## src/rtl/fazyrv_shftreg_bank.sv

```systemverilog
// Chunk-serial register file: REGS x 32-bit shift registers. A transaction streams
// source rs out LSB-chunk first and shifts a new word into rd, one chunk per enabled cycle.
module fazyrv_shftreg_bank #(
  parameter  int unsigned BWIDTH     = 1,
  parameter  int unsigned REGS       = 16,
  parameter  bit          ZERO_R0    = 1'b1,
  parameter  bit          RESET_REGS = 1'b0,
  localparam int unsigned AW         = $clog2(REGS)
) (
  input  logic              clk_i,
  input  logic              rst_in,
  input  logic              start_i,
  input  logic [AW-1:0]     rs_i,
  input  logic [AW-1:0]     rd_i,
  input  logic              we_i,
  input  logic              ena_i,
  input  logic [BWIDTH-1:0] dat_i,
  output logic [BWIDTH-1:0] dat_o,
  output logic              busy_o,
  output logic              done_o
);

  localparam int unsigned   CHUNKS = 32 / BWIDTH;
  localparam int unsigned   AW_C   = (CHUNKS > 1) ? $clog2(CHUNKS) : 1;
  localparam logic [AW_C-1:0] LAST = AW_C'(CHUNKS - 1);

  typedef enum logic {
    S_IDLE,
    S_SHIFT
  } state_t;

  state_t          state_q;
  logic [AW_C-1:0] cnt_q;
  logic [AW-1:0]   rs_q;
  logic [AW-1:0]   rd_q;
  logic            we_q;
  logic            busy_q;
  logic            step;
  logic            last;
  logic [31:0]     reg_q [REGS];

  assign step   = (state_q == S_SHIFT) && ena_i;
  assign last   = (cnt_q == LAST);
  assign done_o = step && last;
  assign busy_o = busy_q;

  always_ff @(posedge clk_i or negedge rst_in) begin
    if (!rst_in) begin
      state_q <= S_IDLE;
      busy_q  <= 1'b0;
      cnt_q   <= '0;
      rs_q    <= '0;
      rd_q    <= '0;
      we_q    <= 1'b0;
    end else begin
      case (state_q)
        S_IDLE: begin
          if (start_i) begin
            state_q <= S_SHIFT;
            busy_q  <= 1'b1;
            cnt_q   <= '0;
            rs_q    <= rs_i;
            rd_q    <= rd_i;
            we_q    <= we_i;
          end
        end
        S_SHIFT: begin
          if (ena_i) begin
            if (last) begin
              state_q <= S_IDLE;
              busy_q  <= 1'b0;
              cnt_q   <= '0;
            end else begin
              cnt_q <= cnt_q + 1'b1;
            end
          end
        end
        default: begin
          state_q <= S_IDLE;
          busy_q  <= 1'b0;
        end
      endcase
    end
  end

  for (genvar i = 0; i < REGS; i++) begin : g_reg
    if (ZERO_R0 && (i == 0)) begin : g_zero
      // No storage for x0: reads return zero and writes fall away.
      assign reg_q[i] = '0;
    end else begin : g_store
      logic [31:0]          q;
      logic [32+BWIDTH-1:0] wr_cat;
      logic [32+BWIDTH-1:0] rot_cat;
      logic                 wr;
      logic                 rot;

      assign wr  = step && we_q && (rd_q == AW'(i));
      assign rot = step && (rs_q == AW'(i));
      // Right-shifting the concatenation avoids an empty q[31:BWIDTH] slice at BWIDTH=32.
      assign wr_cat  = {dat_i, q} >> BWIDTH;
      assign rot_cat = {q[BWIDTH-1:0], q} >> BWIDTH;

      if (RESET_REGS) begin : g_rst
        always_ff @(posedge clk_i or negedge rst_in) begin
          if (!rst_in) begin
            q <= '0;
          end else if (wr) begin
            q <= wr_cat[31:0];
          end else if (rot) begin
            q <= rot_cat[31:0];
          end
        end
      end else begin : g_nrst
        always_ff @(posedge clk_i) begin
          if (wr) begin
            q <= wr_cat[31:0];
          end else if (rot) begin
            q <= rot_cat[31:0];
          end
        end
      end

      assign reg_q[i] = q;
    end
  end

  always_comb begin
    dat_o = '0;
    if (state_q == S_SHIFT) begin
      dat_o = reg_q[rs_q][BWIDTH-1:0];
    end
  end

endmodule

```

## config.mk

```make
export PLATFORM = sky130hd
export DESIGN_NAME = fazyrv_shftreg_bank
export DESIGN_NICKNAME = d
export VERILOG_FILES = /design/src/rtl/fazyrv_shftreg_bank.sv
export SDC_FILE = /design/constraint.sdc
export NUM_CORES = 1
export LEC_CHECK = 0
export BUFFER_PORTS_ARGS = -buffer_cell sky130_fd_sc_hd__clkbuf_2
export CAP_MARGIN = 20
export CORE_ASPECT_RATIO = 0.9
export CORE_UTILIZATION = 40
export CTS_BUF_LIST = sky130_fd_sc_hd__clkbuf_8
export DETAILED_ROUTE_END_ITERATION = 7
export PLACE_DENSITY = 0.63
export SYNTH_ARGS = -nofsm -noshare
export SYNTH_HDL_FRONTEND = slang
export SYNTH_SLANG_ARGS = --single-unit
```

## constraint.sdc

```tcl
create_clock -name clk_i -period 7.65 [get_ports clk_i]
set_input_delay 0.765 -clock clk_i [delete_from_list [all_inputs] [get_ports clk_i]]
set_output_delay 0.765 -clock clk_i [all_outputs]
set_load 0.1 [all_outputs]
```

==> impl_results.md <==
- Status: complete, no violations
- Crit end category: primary output
- Worst VDD drop: 0.136 mV
- Mapped Area: 0.0157 mm^2
- Compound-Gate Fraction of Synth Area: 0.0110
- Slew at the pin closest to its max-slew limit: 1.16 ns
- Drt total wl: 20800 um
- Vias/cell: 4.57
- GRT Total Usage: 0.109
- R2R cell count: 4
- Crit path from: rs_q[0]
- Nets@finish: 737
- Setup CP Type: reg -> out
- TritonCTS clock tree: yes
- Final instance area: 0.0178 mm^2
- Syn avg cell area: 25.1 um^2
- Post-CTS sizing: 0
- # IOs: 17
- Period minus WS final: 3.30 ns
- Drt pass-1 iters: 5
- Num Clock Sinks: 496
- Maxcap violations: 0
- Synth Flop Type: edfxtp_1
- Mapped Nets: 642
- Area contributors post-synth: edfxtp_1 (92%), dfrtp_1 (2.5%), mux2_2 (1.6%)
- Skew final: 0.0247 ns
- Type of the tightest min-delay check: in -> async
- Warnings, synthesis: 0
- Cts bufs inserted: 70
- Starting Density: 0.408
- Multiplexer share of the synthesized area: 0.0239
- Synth Area in Adders: 0.00159
- Final Max Tran Viols: 0
- Hold-fix buffers, CTS: 0
- Seq/Total Area, Yosys: 0.942
- Crit path buffers/inverters: 1
- Fmax: 303 MHz
- Crit share post-route: 0.431
- Routed Antenna Nets: 0
- DR WL/cell: 16.0 um
- Async S/R FF share, synth: 0.0323
- Yosys reg bits: 496
- Die W: 211 um
- Cells after Synth: 626
- Post-synthesis xor/xnor area fraction: 0
- First-pass GRT wire length: 33200 um
- DR vias: 5913
- Cells along the critical path: mux4_2 > nor2_1 > o22ai_1 > clkbuf_2
- Clk slew on worst S/H paths: 0.06 ns
- Max incr delay on CP: 0.55 ns
- Antenna violations before repair: 0
- Vias in the first global route: 5993
- Layout cells sized above 1: 0.200
- # diodes: 0
- Row Count: 68
- GRT overflow: 0
- PortBufs: 16
- Largest family of logic cells by synthesized area: multiplexers
- Share of the synthesized area in the top cell type: 0.916
- Setup TNS: 0 ns
- WP depth: 4
- Simple-gate share of the synthesized area: 0.0194
- Leakage: 5.74 nW
- Max-slew headroom: 0.226
- CP max-delay cell: dfrtp_1
- Die footprint: 0.0401 mm^2
- Worst skew pair latency: 0.58 ns
- Largest net degree at the start of global routing: 33
- Area Overhead vs Synth: 13.4%
- H-tree levels: 3
- Dominant cell type by area after synthesis: edfxtp_1
- Root Buffer: clkbuf_8
- CP Max Fanout: 12
- Final Setup Violations: 0
- Internal reg-to-reg setup slack: 5.20 ns
- Worst setup SP type: flip-flop
- EDFF count, synth: 480
- Longest Clk Path Bufs: 3
- Critical R2R Capture: g_reg[3].g_store.q[15]
- Setup Buffers After CTS: 0
- Fin. Hold Viols: 0
- Worst endpoint required time: 6.88 ns
- Post-Place Cell Area: 0.0166 mm^2
- Post-DP HPWL: 10300 um
- GPL Wtd Cong: 0.797
- Power per cell area: 284 mW/mm^2
- Die H: 190 um
- Area of the core: 0.0385 mm^2
- RR Startpoint: state_q
- Iter 0 DRT Violations: 552
- RSZ-0062 raised after global routing: false
- CP Data Arrival Time: 2.53 ns
- Drt drc: 0
- Cell family with most CP delay: flip-flops
- Count of cell types in the netlist: 29
kinds of logic after synthesis:
logic type	Yosys count
flops	496
buf+inv	9
simple gates	58
fa+ha+maj	2
compound gates	28
mux	33
placed cells by master, fill, tap and decap left out, drive strengths merged, types with 6 or more instances in the layout:
master  count
buf        15
clkbuf     90
clkinv     18
dfrtp      16
edfxtp    480
inv        29
mux2       26
mux2i       6
nand2       9
nand2b      8
nor2       18
o21ai      10
o22ai      10
power by group:
part / leakage (nW) / total [mW] / switching, mW / internal, mW
combinational: 0.492 / 0.161 / 0.109 / 0.0511
sequential: 4.53 / 3.10 / 0.0436 / 3.06
clock: 0.715 / 1.80 / 0.911 / 0.893
total: 5.74 / 5.07 / 1.06 / 4.00
cell usage after synthesis, drive strengths merged (3+ instances only):
| cell | number |
|---|---|
| mux2i | 6 |
| o21ai | 10 |
| nor2 | 18 |
| nand2 | 9 |
| a22o | 4 |
| mux2 | 26 |
| nand3b | 3 |
| edfxtp | 480 |
| nand3 | 4 |
| o22ai | 10 |
| clkbuf | 5 |
| nand2b | 8 |
| or3 | 3 |
| nand4 | 4 |
| and3 | 4 |
| buf | 3 |
| dfrtp | 16 |
registers in the layout (all words and copies together) (netlist names):
name         cells
g.g_store.q    480
cnt_q            5
rd_q             4
rs_q             4
busy_o           1
state_q          1
we_q             1
cell type report:
cell class              count  area (um^2)
clock buffers              74         1020
well taps                 525          657
multi-input cells         121          957
flip-flops and latches    496        14800
clock inverters            47          194
repair buffers             31          193
fillers                  3133        20700
inverters                   1         3.75
per-layer routing:
layer / up-vias / track usage / wire length [um]
met3: 49 / 0.0299 / 897
met1: 3017 / 0.174 / 11100
met4: 0 / 0.0541 / 587
met2: 139 / 0.133 / 8190
li1: 2708 / - / -
met5: - / 0 / 0
how the worst max path moves through the flow:
stage / endpoint / slack [ns]
6_report: dat_o / 4.35
4_1_cts: dat_o / 4.27
3_3_place_gp: dat_o / 4.98
2_1_floorplan: g_reg[4].g_store.q[0] / 3.70
5_1_grt: dat_o / 4.16
3_5_place_dp: dat_o / 4.92
metrics by stage:
| stage | power (mW) | std cells | worst slack (ns) | hold WS, ns | utilization |
|---|---|---|---|---|---|
| 2_1_floorplan | 3.26 | 626 | 3.70 | 0.400 | - |
| 3_3_place_gp | 3.31 | 1174 | 4.98 | 0.401 | 0.431 |
| 3_5_place_dp | 3.32 | 1174 | 4.92 | 0.405 | 0.431 |
| 4_1_cts | 5.15 | 1295 | 4.27 | 0.0920 | 0.463 |
| 5_1_grt | 5.28 | 1295 | 4.16 | 0.113 | 0.463 |
| 6_report | 5.07 | 1295 | 4.35 | 0.134 | 0.463 |
Note: power is estimated with default switching activity, not from simulation.
